==> src/rtl/alu_arb_ctrl.sv <==
// Round-robin arbiter that shares one combinational ALU between two requesters.
// One operation is in flight at a time. Each result is returned through a valid/ready response port.
module alu_arb_ctrl #(
  parameter int ALU_WAIT = 1
) (
  input  logic       clk,
  input  logic       rst,
  input  logic       req0_valid,
  output logic       req0_ready,
  input  logic [7:0] req0_a,
  input  logic [7:0] req0_b,
  input  logic [1:0] req0_cmd,
  input  logic       req1_valid,
  output logic       req1_ready,
  input  logic [7:0] req1_a,
  input  logic [7:0] req1_b,
  input  logic [1:0] req1_cmd,
  output logic [7:0] alu_a,
  output logic [7:0] alu_b,
  output logic [1:0] alu_cmd,
  input  logic [7:0] alu_result,
  input  logic       alu_ovr,
  output logic       rsp_valid,
  input  logic       rsp_ready,
  output logic       rsp_id,
  output logic [7:0] rsp_result,
  output logic       rsp_ovr,
  output logic       busy
);

  localparam logic [1:0] IDLE = 2'd0;
  localparam logic [1:0] EXEC = 2'd1;
  localparam logic [1:0] RESP = 2'd2;

  localparam logic [3:0] WAIT_LOAD = 4'(ALU_WAIT - 1);

  logic [1:0] state;
  logic [3:0] wait_cnt;
  logic       launched;
  logic       last_grant;
  logic [7:0] op_a;
  logic [7:0] op_b;
  logic [1:0] op_cmd;
  logic       op_id;
  logic       grant0;
  logic       grant1;

  // A tie goes to the requester that was not granted last.
  // last_grant = 1 means req1 was granted most recently.
  always_comb begin
    // NOTE: default every always_comb output first so no path can infer a latch.
    grant0 = 1'b0;
    grant1 = 1'b0;
    if (state == IDLE && !rst) begin
      if (req0_valid && (!req1_valid || last_grant)) grant0 = 1'b1;
      else if (req1_valid)                           grant1 = 1'b1;
    end
  end

  assign req0_ready = grant0;
  assign req1_ready = grant1;

  // NOTE: state registers use non-blocking assignments.
  // Every flop then samples values from before the edge, whatever the statement order.
  always_ff @(posedge clk) begin
    if (rst) begin
      state      <= IDLE;
      wait_cnt   <= 4'd0;
      launched   <= 1'b0;
      last_grant <= 1'b1;
      op_a       <= 8'd0;
      op_b       <= 8'd0;
      op_cmd     <= 2'd0;
      op_id      <= 1'b0;
      rsp_id     <= 1'b0;
      rsp_result <= 8'd0;
      rsp_ovr    <= 1'b0;
    end else begin
      case (state)
        IDLE: begin
          if (grant0 || grant1) begin
            op_a       <= grant1 ? req1_a   : req0_a;
            op_b       <= grant1 ? req1_b   : req0_b;
            op_cmd     <= grant1 ? req1_cmd : req0_cmd;
            op_id      <= grant1;
            last_grant <= grant1;
            wait_cnt   <= WAIT_LOAD;
            launched   <= 1'b0;
            state      <= EXEC;
          end
        end
        EXEC: begin
          // The first EXEC cycle only launches the fresh operand registers into the ALU.
          // ALU_WAIT settle cycles are counted from the cycle after that.
          if (!launched) begin
            launched <= 1'b1;
          end else if (wait_cnt == 4'd0) begin
            rsp_result <= alu_result;
            rsp_ovr    <= alu_ovr;
            rsp_id     <= op_id;
            state      <= RESP;
          end else begin
            wait_cnt <= wait_cnt - 4'd1;
          end
        end
        RESP: begin
          if (rsp_ready) state <= IDLE;
        end
        default: state <= IDLE;
      endcase
    end
  end

  assign alu_a     = op_a;
  assign alu_b     = op_b;
  assign alu_cmd   = op_cmd;
  assign rsp_valid = (state == RESP);
  assign busy      = (state != IDLE);

endmodule

==> config.mk <==
export PLATFORM = sky130hd
export DESIGN_NAME = alu_arb_ctrl
export DESIGN_NICKNAME = d
export VERILOG_FILES = /design/src/rtl/alu_arb_ctrl.sv
export SDC_FILE = /design/constraint.sdc
export NUM_CORES = 1
export LEC_CHECK = 0
export CORE_AREA = 2 2 75 77
export CTS_CLUSTER_SIZE = 10
export DETAILED_ROUTE_END_ITERATION = 12
export DIE_AREA = 0 0 77 79
export GPL_TIMING_DRIVEN = 0
export PLACE_DENSITY = 0.73
export RECOVER_POWER = 50
export SETUP_SLACK_MARGIN = 0.1
export SLEW_MARGIN = 15
export SYNTH_ARGS = -nofsm -noshare
export SYNTH_HDL_FRONTEND = slang
export SYNTH_SLANG_ARGS = --single-unit
==> constraint.sdc <==
create_clock -name clk -period 1.61 [get_ports clk]
set_clock_uncertainty 0.05 [all_clocks]
set_input_delay 0.2415 -clock clk [delete_from_list [all_inputs] [get_ports clk]]
set_output_delay 0.2415 -clock clk [all_outputs]
set_load 0.01 [all_outputs]
==> results by group <==
Status
  • Run status: complete, but fails checks
  • Failing checks: negative setup slack

Synth
  • Mapped Area: 0.00193 mm^2
  • Ys async rst share: 0
  • Most common cell in the netlist: dfxtp_1
  • Cell count after synthesis: between 200 and 250
  • Post-synthesis net count: 261
  • Leading area contributor after synthesis: dfxtp_1
  • Syn Area/Cell: 9.24 um^2
  • Most area-consuming cells after synthesis: dfxtp_1 38%, a311oi_1 7.7%, nand3b_1 7.4%
  • Yosys warns: 0
  • Area share of the leading cell type in the synthesized netlist: 0.383
  • Number of enable flip-flop cells after synthesis: 0
  • Synth cell types: 42
  • Seq/Total Area, Yosys: 0.383
  • Ys flop type: dfxtp_1
  • Synth cell count leaders: 37 x dfxtp_1, 22 x a21oi_1, 21 x nand2b_1
  • Yosys reg bits: 37

Final layout
  • Fraction of layout cells with a size suffix above 1: 0.310
  • Total Nets Final: 383
  • Area Growth Syn to Fin: 77.7%
  • Design area: 0.00343 mm^2
  • Fin cells: 404
  • # diodes: 0

GRT
  • All-Layer GR Usage: 0.193
  • Overflow after GRT: 0
  • Global-route wire length before repair: 9.51 mm
  • Met3 Usage GRT: 0.0500
  • Initial antenna violation count: 0
  • Routing usage on met1: 0.239
  • Grt met2 use: 0.328
  • Largest net degree at the start of global routing: 13
  • Number of global-route vias before repair: 1982
  • Most Crowded Layer GR: met2

Timing
  • WHS: 0.424 ns
  • Setup violators final: 12
  • Final Max Slew Viols: 0
  • Worst rel slew slack: 0.561
  • Final setup margin: -0.159 ns
  • Achievable Freq: about 570 MHz
  • Tcrit/Tclk final: 1.10
  • Worst slew pin tran: approximately 0.66 ns
  • Final hold viol count: 0
  • Min cycle time layout: 1.77 ns
  • Setup TNS: -0.550 ns
  • RSZ-0062 raised after global routing: true

Placed design
  • DP Wirelength: 3.85 mm
  • Post-DP Area: 0.00285 mm^2
  • IO Port Bufs: 81
  • Pre-CTS setup slack: -0.899 ns
  • Post-placement cell count: 362
  • GPL Wtd Cong: 0.724

Floorplanning
  • Initial Utilization: 0.362
  • Die W: 77 um
  • # IOs: 82
  • Die height: 79 um
  • Die ar.: 0.00608 mm^2
  • Placement Rows: 27
  • Core box area: 0.00534 mm^2

Clock network
  • CTS tree: built
  • Num CTS Buffers: 5
  • Number of H-tree levels: 2
  • CTS Buffer Depth: 2
  • Reg clk slew, reported paths: roughly 0.070 ns
  • Worst-Skew Late Latency: 0.30 ns
  • # clock sinks: 37
  • Root buffer cell: clkbuf_8

Power
  • Comb pwr share: 0.423
  • Internal cell power: between 1500 and 2000 uW
  • PwrDens: between 800 and 900 mW/mm^2
  • Clock power frac: 0.218
  • Seq pwr share: 0.359
  • Switching Fraction: 0.327
  • Psw: 970 uW
  • Worst VDD drop: 0.477 mV
  • Leakage power: around 0.0012 uW

Setup path
  • R2R Path Start: state[0]$_SDFFE_PP0P_
  • Critical path type: reg2out
  • Critical path peak fanout: 4
  • Worst setup EP type: output pin
  • WP data arrival: 1.48 ns
  • Worst Path Required: 1.32 ns
  • Critical Path Source: state[0]$_SDFFE_PP0P_
  • Startpoint types: flop

Drt
  • Via count: between 2000 and 2500
  • First-pass DRT Iterations: 4
  • Total Wirelength: around 6.7 mm
  • Drt wl/cell: 16.5 um
  • Via-to-Cell Ratio: approximately 5.3
  • Number of remaining DRC errors: 0
  • Initial DRC count: 94
  • DRT antenna net count: 0

Job
  • Max-cap viol count: 0

Hold path
  • HP Start: rsp_result[1]$_SDFFE_PP0P_
  • Tightest Hold Check Type: reg2reg
==> power groups by stage <==
stage	Combinational, uW	Sequential (uW)	Clock (uW)
after floorplan	441	1110	0
after global placement	868	1080	0
after detailed placement	873	1080	0
after CTS	1030	1060	663
after global routing	1320	1080	706
final	1250	1070	647
==> final cells by class <==
cell class	instances	area (um^2)
Sequential cell	37	751
Buffer	19	164
Multi-Input combinational cell	149	1230
Fill cell	438	1900
Clock inverter	3	17.5
Clock buffer	5	68.8
Inverter	5	23.8
Tap cell	72	90.1
Timing Repair Buffer	114	1090
==> through the flow <==
stage          utilization  power (uW)
6_report             0.643        2970
5_1_grt              0.643        3110
4_1_cts              0.590        2760
3_5_place_dp         0.534        1950
3_3_place_gp         0.534        1950
2_1_floorplan            -        1550
==> path summary, 6_finish.rpt <==
path	to	slack, ns	cells past startpoint
worst max register to register	alu_b[4]$_SDFFE_PP0P_	-0.06	7
worst min-delay path	rsp_result[1]$_SDFFE_PP0P_	0.42	2
worst max-delay path	req1_ready	-0.16	5
worst min register to register	rsp_result[1]$_SDFFE_PP0P_	0.42	2
==> cells by family after synthesis <==
logic type                 Yosys count  synth area share
adders and majority gates            2            0.0130
AOI/OAI and AO/OA                   73             0.251
DFF                                 37             0.383
muxes                               10            0.0518
and+or+nand+nor                     63             0.237
buffers and inverters               24            0.0635
==> flip-flops by register name, indices dropped and copies added, names as in the netlist <==
signal      count
alu_a           8
wait_cnt        4
alu_b           8
rsp_result      8
state           2
rsp_id          1
rsp_ovr         1
op_id           1
alu_cmd         2
last_grant      1
launched        1
==> placed cells by master, fill, tap and decap left out, types with 3 or more instances in the layout <==
master           netlist  final
clkdlybuf4s50_1        0     65
dfxtp_1               37     33
nand2b_1              21     21
buf_4                  1     21
a21oi_1               22     20
nand3b_1              19     19
buf_6                  3     17
a311oi_1              17     15
o21ai_0               19     10
mux2i_1               10     10
o21ai_2                0      9
clkdlybuf4s25_1        0      7
clkbuf_8               0      6
buf_2                  5      6
clkbuf_1              10      5
inv_1                  4      4
o221ai_2               0      4
or3b_4                 1      3
nor2_1                 3      3
a311oi_2               1      3
dlygate4sd2_1          0      3
==> per-layer routing <==
layer	share of wire	vias to the layer above
li1	-	1026
met1	0.40	1041
met2	0.52	85
met3	0.068	8
met4	0.0099	0
met5	0	-
==> repair_timing <==
action                     CTS  global route
hold endpoints to repair     0             0
hold buffers                 0             0
buffers inserted            12            17
gates cloned                 3             3
pin swaps                   26            22
setup endpoints to repair   39            47
resized for setup           55            62
==> worst max-delay path: stages (launching register included) <==
cell     delay [ns]
dfxtp_2        0.32
buf_6          0.12
or3b_4         0.39
buf_6          0.13
nor3_2         0.08
buf_2          0.15
Note: power is estimated with default switching activity, not from simulation.
